**config.mk**
```make
export PLATFORM = sky130hd
export DESIGN_NAME = multicycle_ctrl
export DESIGN_NICKNAME = d
export VERILOG_FILES = /design/src/rtl/multicycle_ctrl.sv
export SDC_FILE = /design/constraint.sdc
export NUM_CORES = 1
export LEC_CHECK = 0
export CAP_MARGIN = 20
export CELL_PAD_IN_SITES_DETAIL_PLACEMENT = 1
export CELL_PAD_IN_SITES_GLOBAL_PLACEMENT = 2
export CORE_MARGIN = 5
export CORE_UTILIZATION = 19
export CTS_CLUSTER_SIZE = 16
export DETAILED_ROUTE_END_ITERATION = 10
export GPL_TIMING_DRIVEN = 0
export MAX_ROUTING_LAYER = met4
export PLACE_DENSITY = 0.86
export SLEW_MARGIN = 20
export SYNTH_ARGS = -nofsm -noshare
export SYNTH_HDL_FRONTEND = slang
export SYNTH_SLANG_ARGS = --single-unit
```
**constraint.sdc**
```tcl
create_clock -name clk -period 1.41 [get_ports clk]
set_clock_uncertainty 0.15 [all_clocks]
set_input_delay 0.282 -clock clk [delete_from_list [all_inputs] [get_ports clk]]
set_output_delay 0.282 -clock clk [all_outputs]
set_load 0.03 [all_outputs]
```
**src/rtl/multicycle_ctrl.sv**
```systemverilog
// multicycle_ctrl -- main control FSM for a multicycle datapath.
//
// Sequences each instruction through FETCH / DECODE / execute / writeback and
// produces every datapath enable and mux select, plus the {aluop, funct_out}
// pair consumed by the ALU decoder. Memory accesses stall on mem_ready.
//
// Optional build macro: ILLEGAL_OP_TRAP_EN
//   defined   : illegal opcodes and R-type funct > 0100 trap into a sticky
//               HALT state (12) that raises `illegal` until reset.
//   undefined : illegal opcodes retire as a NOP; `illegal` is tied 0.
//
// Ports
//   clk        rising-edge clock
//   reset      asynchronous active-high reset (forces FETCH, clears op_q)
//   op, funct  instruction fields from the IR
//   mem_ready  memory completes the current read/write this cycle
//   zero       ALU zero flag (branch decision)
//   irwrite .. pcsrc   datapath enables / selects
//   aluop, funct_out   ALU decoder control
//   state      current state (debug)
//   illegal    illegal-instruction flag
module multicycle_ctrl #(
  parameter int OPW = 4,
  parameter int FW  = 4
) (
  input  logic          clk,
  input  logic          reset,
  input  logic [OPW-1:0] op,
  input  logic [FW-1:0]  funct,
  input  logic          mem_ready,
  input  logic          zero,
  output logic          irwrite,
  output logic          pcen,
  output logic          iord,
  output logic          memread,
  output logic          memwrite,
  output logic          regwrite,
  output logic          regdst,
  output logic          memtoreg,
  output logic          alusrca,
  output logic [1:0]    alusrcb,
  output logic [1:0]    pcsrc,
  output logic [1:0]    aluop,
  output logic [FW-1:0] funct_out,
  output logic [3:0]    state,
  output logic          illegal
);

  typedef enum logic [3:0] {
    S_FETCH   = 4'd0,
    S_DECODE  = 4'd1,
    S_MEMADR  = 4'd2,
    S_MEMRD   = 4'd3,
    S_MEMWB   = 4'd4,
    S_MEMWR   = 4'd5,
    S_EXECUTE = 4'd6,
    S_ALUWB   = 4'd7,
    S_BRANCH  = 4'd8,
    S_IMMEX   = 4'd9,
    S_IMMWB   = 4'd10,
    S_JUMP    = 4'd11
`ifdef ILLEGAL_OP_TRAP_EN
    ,S_HALT   = 4'd12
`endif
  } state_t;

  localparam logic [OPW-1:0] OP_RTYPE = OPW'(0);
  localparam logic [OPW-1:0] OP_LW    = OPW'(1);
  localparam logic [OPW-1:0] OP_SW    = OPW'(2);
  localparam logic [OPW-1:0] OP_BEQ   = OPW'(3);
  localparam logic [OPW-1:0] OP_ADDI  = OPW'(4);
  localparam logic [OPW-1:0] OP_SLTI  = OPW'(5);
  localparam logic [OPW-1:0] OP_J     = OPW'(6);

  localparam logic [1:0] ALU_ADD   = 2'b11;
  localparam logic [1:0] ALU_SUB   = 2'b10;
  localparam logic [1:0] ALU_SLT   = 2'b01;
  localparam logic [1:0] ALU_FUNCT = 2'b00;

  state_t         st, st_nxt;
  logic [OPW-1:0] op_q;

  always_ff @(posedge clk or posedge reset) begin
    if (reset) begin
      st   <= S_FETCH;
      op_q <= '0;
    end else begin
      st <= st_nxt;
      if (st == S_DECODE) op_q <= op;
    end
  end

  assign state = st;

  always_comb begin
    irwrite   = 1'b0;
    pcen      = 1'b0;
    iord      = 1'b0;
    memread   = 1'b0;
    memwrite  = 1'b0;
    regwrite  = 1'b0;
    regdst    = 1'b0;
    memtoreg  = 1'b0;
    alusrca   = 1'b0;
    alusrcb   = 2'b00;
    pcsrc     = 2'b00;
    aluop     = 2'b00;
    funct_out = '0;
    illegal   = 1'b0;
    st_nxt    = S_FETCH;

    case (st)
      S_FETCH: begin
        memread = 1'b1;
        alusrcb = 2'b01;
        aluop   = ALU_ADD;
        // While reset is held the state already reads FETCH; the fetch must
        // not be committed until reset has gone away.
        if (mem_ready && !reset) begin
          irwrite = 1'b1;
          pcen    = 1'b1;
          st_nxt  = S_DECODE;
        end else begin
          st_nxt  = S_FETCH;
        end
      end

      S_DECODE: begin
        alusrcb = 2'b11;
        aluop   = ALU_ADD;
        // Dispatch on the live IR field; op_q is being captured this cycle.
        case (op)
          OP_LW, OP_SW:      st_nxt = S_MEMADR;
`ifdef ILLEGAL_OP_TRAP_EN
          OP_RTYPE:          st_nxt = (funct > FW'(4)) ? S_HALT : S_EXECUTE;
`else
          OP_RTYPE:          st_nxt = S_EXECUTE;
`endif
          OP_BEQ:            st_nxt = S_BRANCH;
          OP_ADDI, OP_SLTI:  st_nxt = S_IMMEX;
          OP_J:              st_nxt = S_JUMP;
`ifdef ILLEGAL_OP_TRAP_EN
          default:           st_nxt = S_HALT;
`else
          default:           st_nxt = S_FETCH;
`endif
        endcase
      end

      S_MEMADR: begin
        alusrca = 1'b1;
        alusrcb = 2'b10;
        aluop   = ALU_ADD;
        st_nxt  = (op_q == OP_SW) ? S_MEMWR : S_MEMRD;
      end

      S_MEMRD: begin
        iord    = 1'b1;
        memread = 1'b1;
        st_nxt  = mem_ready ? S_MEMWB : S_MEMRD;
      end

      S_MEMWB: begin
        memtoreg = 1'b1;
        regwrite = 1'b1;
        st_nxt   = S_FETCH;
      end

      S_MEMWR: begin
        iord     = 1'b1;
        memwrite = 1'b1;
        st_nxt   = mem_ready ? S_FETCH : S_MEMWR;
      end

      S_EXECUTE: begin
        alusrca   = 1'b1;
        alusrcb   = 2'b00;
        aluop     = ALU_FUNCT;
        funct_out = funct;
        st_nxt    = S_ALUWB;
      end

      S_ALUWB: begin
        regdst   = 1'b1;
        regwrite = 1'b1;
        st_nxt   = S_FETCH;
      end

      S_BRANCH: begin
        alusrca = 1'b1;
        aluop   = ALU_SUB;
        pcsrc   = 2'b01;
        pcen    = zero;
        st_nxt  = S_FETCH;
      end

      S_IMMEX: begin
        alusrca = 1'b1;
        alusrcb = 2'b10;
        aluop   = (op_q == OP_SLTI) ? ALU_SLT : ALU_ADD;
        st_nxt  = S_IMMWB;
      end

      S_IMMWB: begin
        regwrite = 1'b1;
        st_nxt   = S_FETCH;
      end

      S_JUMP: begin
        pcsrc  = 2'b10;
        pcen   = 1'b1;
        st_nxt = S_FETCH;
      end

`ifdef ILLEGAL_OP_TRAP_EN
      S_HALT: begin
        illegal = 1'b1;
        st_nxt  = S_HALT;
      end
`endif

      default: st_nxt = S_FETCH;
    endcase
  end

endmodule

```
==> out/summary.log <==
INFO  clocking       cts_root_buffer=sky130_fd_sc_hd__clkbuf_8
INFO  yosys          synth_top_area_share=28.02%
INFO  power          netSwitchingPower=1.974mW
INFO  worst_setup_path cp_endpoint_kind=primary output
INFO  worst_setup_path crit_fanout=5
INFO  power          vdd.ir_drop.worst=1.251mV
INFO  yosys          netlist_instances=85
INFO  yosys          synthesis.yosys.warnings=0
INFO  clocking       cts_tree=built
INFO  clocking       cts-buffers-inserted=3
INFO  die            die_y=71.32um
INFO  worst_setup_path critPathBufInv=3
INFO  power          share_seq_of_total_power=10.0%
INFO  clocking       cts_max_level=1
INFO  yosys          synth_area=714.4squm
INFO  hold_path      min_path_type=primary input to async pin
INFO  clocking       clk_pin_slew_worst_paths=0.05ns
INFO  place          detailed_placement_hpwl=2.091mm
INFO  die            start_util=19.51%
INFO  worst_setup_path crit_slowest_cell=sky130_fd_sc_hd__dfrtp_2
INFO  power          power.internal=2.501mW
INFO  outcome        run_status=finished with violations
INFO  grt            antenna_found_initial=0
INFO  die            core_area=3661squm
INFO  clocking       cts_hold_repair.buffers=0
INFO  power          cellLeakagePower=0.8497nW
INFO  yosys          post_synth_main_area_contributors=sky130_fd_sc_hd__dfrtp_1 28%, sky130_fd_sc_hd__mux2_2 6.3%, sky130_fd_sc_hd__nand2b_1 6.1%, sky130_fd_sc_hd__nor2b_1 5.3%, sky130_fd_sc_hd__nor3b_1 4.2%
INFO  place          routabilityCongestion=0.7962
INFO  clocking       cts_sinks=8
INFO  grt            grt_remaining_overflow=0
INFO  grt            grt_max_degree=11
INFO  die            chip_width=71.32um
INFO  power          p_comb_share=83.7%
INFO  worst_setup_path worst_ep_arrival_time=1.56ns
INFO  finish         area_growth=178.3%
INFO  worst_setup_path critPathTopFamily=simple AND/OR/NAND/NOR gates
INFO  power          power_switching_share=44.11%
INFO  finish         finished_core_util=54.31%
INFO  place          post-place-cells=167
INFO  grt            grt_pass1_wl=5.906mm
INFO  power          clock_power_share=6.3%
INFO  yosys          ff_latch_count_synth=8
INFO  worst_setup_path cp_cell_sequence=buf_8 > buf_4 > nand2_4 > nor3b_4 > nor2b_4 > buf_4
INFO  yosys          count_of_distinct_cell_types_in_the_synthesized_netlist=35
INFO  drt            detail_route.vias_per_cell=4.706
INFO  timing         rsz0062_at_grt=true
INFO  drt            route.vias.total=993
INFO  drt            drt_pass1_iterations=4
INFO  clocking       cts-root-to-sink-buffers=2
INFO  worst_setup_path cp_common_cell=sky130_fd_sc_hd__buf_4
INFO  worst_setup_path worstSetupStartpointType=flop
INFO  grt            via_count_of_the_first_global_routing_pass=1,098
INFO  drt            totalWireLength=3.980mm
INFO  yosys          netlist.top_cell.by_area=sky130_fd_sc_hd__dfrtp_1
INFO  timing         timing.fmax=502.3MHz
INFO  timing         worst_slack=-0.5807ns
INFO  drt            dr.first_iter.drc_count=45
INFO  power          pwr_density_cell=2251nW/um^2
INFO  timing         finalHoldViolations=0
INFO  outcome        violations_in_the_final_reports=negative setup slack
INFO  timing         finalSetupViolCount=28
INFO  timing         maxSlewViolCount=0
INFO  worst_setup_path max_stage_delay=0.40ns
INFO  worst_setup_path setup.worst_path.class=flop to primary output
INFO  finish         drive_gt1_share=76.07%
INFO  yosys          synth.yosys.seq_area_share=28.02%
INFO  drt            ant_nets=0
INFO  finish         antennaDiodeCount=0
INFO  place          io_buffers=34
INFO  finish         layout.cells.most_common=sky130_fd_sc_hd__buf_4
INFO  drt            drcViolationCount=0
INFO  finish         instances_no_fill=211
INFO  flow_run       max_cap_violations=0
INFO  timing         layout_worst_path_cycle_share=141.2%
INFO  timing         crit_path_time_final=1.991ns
INFO  yosys          syn-mean-instance-area=8.405squm
INFO  clocking       clk_latency=0.23ns
INFO  drt            routedWlPerCell=18.86um
INFO  die            fp-row-count=22
INFO  yosys          postSynthNetCount=97
INFO  worst_setup_path crit_required=0.98ns
INFO  finish         fin_nets=177
INFO  grt            grt_usage=15.36%
INFO  die            num_io_pins=36
INFO  die            floorplan.die_area=5087squm
INFO  finish         final_cell_mix=32 x sky130_fd_sc_hd__buf_4, 30 x sky130_fd_sc_hd__buf_6, 11 x sky130_fd_sc_hd__clkdlybuf4s50_1, 6 x sky130_fd_sc_hd__nand2b_4
==> per-layer routing <==
layer	GRT usage [%]	wire [um]	up-vias
li1	-	-	467
met1	17.61	1559	500
met2	27.96	2285	22
met3	1.823	91	4
met4	4.175	44	0
met5	-	0	-
==> worst register-to-register path, delay by kind of cell (launching register included) <==
| kind | cells | cell delay (ns) |
|---|---|---|
| compound gates | 2 | 0.47 |
| buf+inv | 5 | 0.64 |
| flops | 1 | 0.40 |
| simple gates | 1 | 0.11 |
==> synth_stat cells, drive strengths merged <==
| library cell | n |
|---|---|
| xnor2 | 1 |
| xor2 | 1 |
| nand2 | 4 |
| clkbuf | 1 |
| mux2 | 4 |
| a221o | 1 |
| and4 | 1 |
| conb | 1 |
| o21ai | 3 |
| nor2 | 6 |
| nor4b | 2 |
| nor4 | 1 |
| a311oi | 1 |
| nand2b | 7 |
| dfrtp | 8 |
| nor2b | 6 |
| a21o | 1 |
| and2b | 1 |
| a31oi | 1 |
| o22ai | 3 |
| nor3 | 5 |
| nor4bb | 2 |
| and3 | 4 |
| nor3b | 4 |
| a21oi | 2 |
| and3b | 1 |
| buf | 7 |
| nand3 | 2 |
| or4b | 1 |
| o2bb2ai | 1 |
| inv | 1 |
| o311ai | 1 |
==> cell type report <==
class,count,area (sq um)
plain buffers,8,123.9
clock buffers,3,41.29
well taps,48,60.06
inverters,1,7.507
repair buffers,75,714.4
fillers,378,1673
flip-flops and latches,8,205.2
multi-input cells,68,835.8
==> sequential cells by signal, summed over array words and instances (netlist names) <==
signal  cells
state       4
op_q        4
==> power by group through the flow <==
stage          sequential [mW]  combinational, mW  clock (mW)
5_1_grt                  0.460               3.91       0.302
3_3_place_gp             0.435               2.28           0
4_1_cts                  0.424               3.37       0.288
6_report                 0.447               3.75       0.282
2_1_floorplan            0.499               1.60           0
3_5_place_dp             0.438               2.33           0
==> timing repair <==
action,4_1_cts,5_1_grt
buffers inserted,37,5
pin swaps,13,13
setup endpoints to repair,31,29
resized for setup,182,19
==> cells by family after synthesis <==
family / count (synthesis) / share of synthesized area [%]
DFF: 8 / 28.02
other: 1 / 0.5249
AOI/OAI and AO/OA: 14 / 13.14
and+or+nand+nor: 47 / 42.38
buffers and inverters: 9 / 7.179
muxes: 4 / 6.304
xor gates and xnor gates: 2 / 2.452
==> through the flow <==
step	power [mW]	cell area (sq um)	hold WS, ns	setup TNS, ns	setup WS (ns)
after floorplan	2.098	950.9	-0.03889	-7.132	-0.4769
after global placement	2.719	1351	0.3580	-16.72	-1.179
after detailed placement	2.767	1351	0.3722	-17.31	-1.245
after CTS	4.077	1856	0.2894	-12.20	-0.5994
after global routing	4.671	1988	0.3108	-14.24	-0.6363
final	4.476	1988	0.2928	-12.81	-0.5807
==> path summary, 6_finish.rpt <==
path,endpoint,from,slack [ns],cells after the start
worst max-delay path,alusrcb[1],state[1],-0.58,6
worst min-delay path,state[0],reset,0.29,3
worst max register to register,state[2],state[1],-0.48,8
worst min register to register,op_q[2],op_q[2],0.39,1
max in group asynchronous,state[1],reset,0.62,3
min in group clk,op_q[2],op_q[2],0.39,1
(Power assumes the default switching activity.)
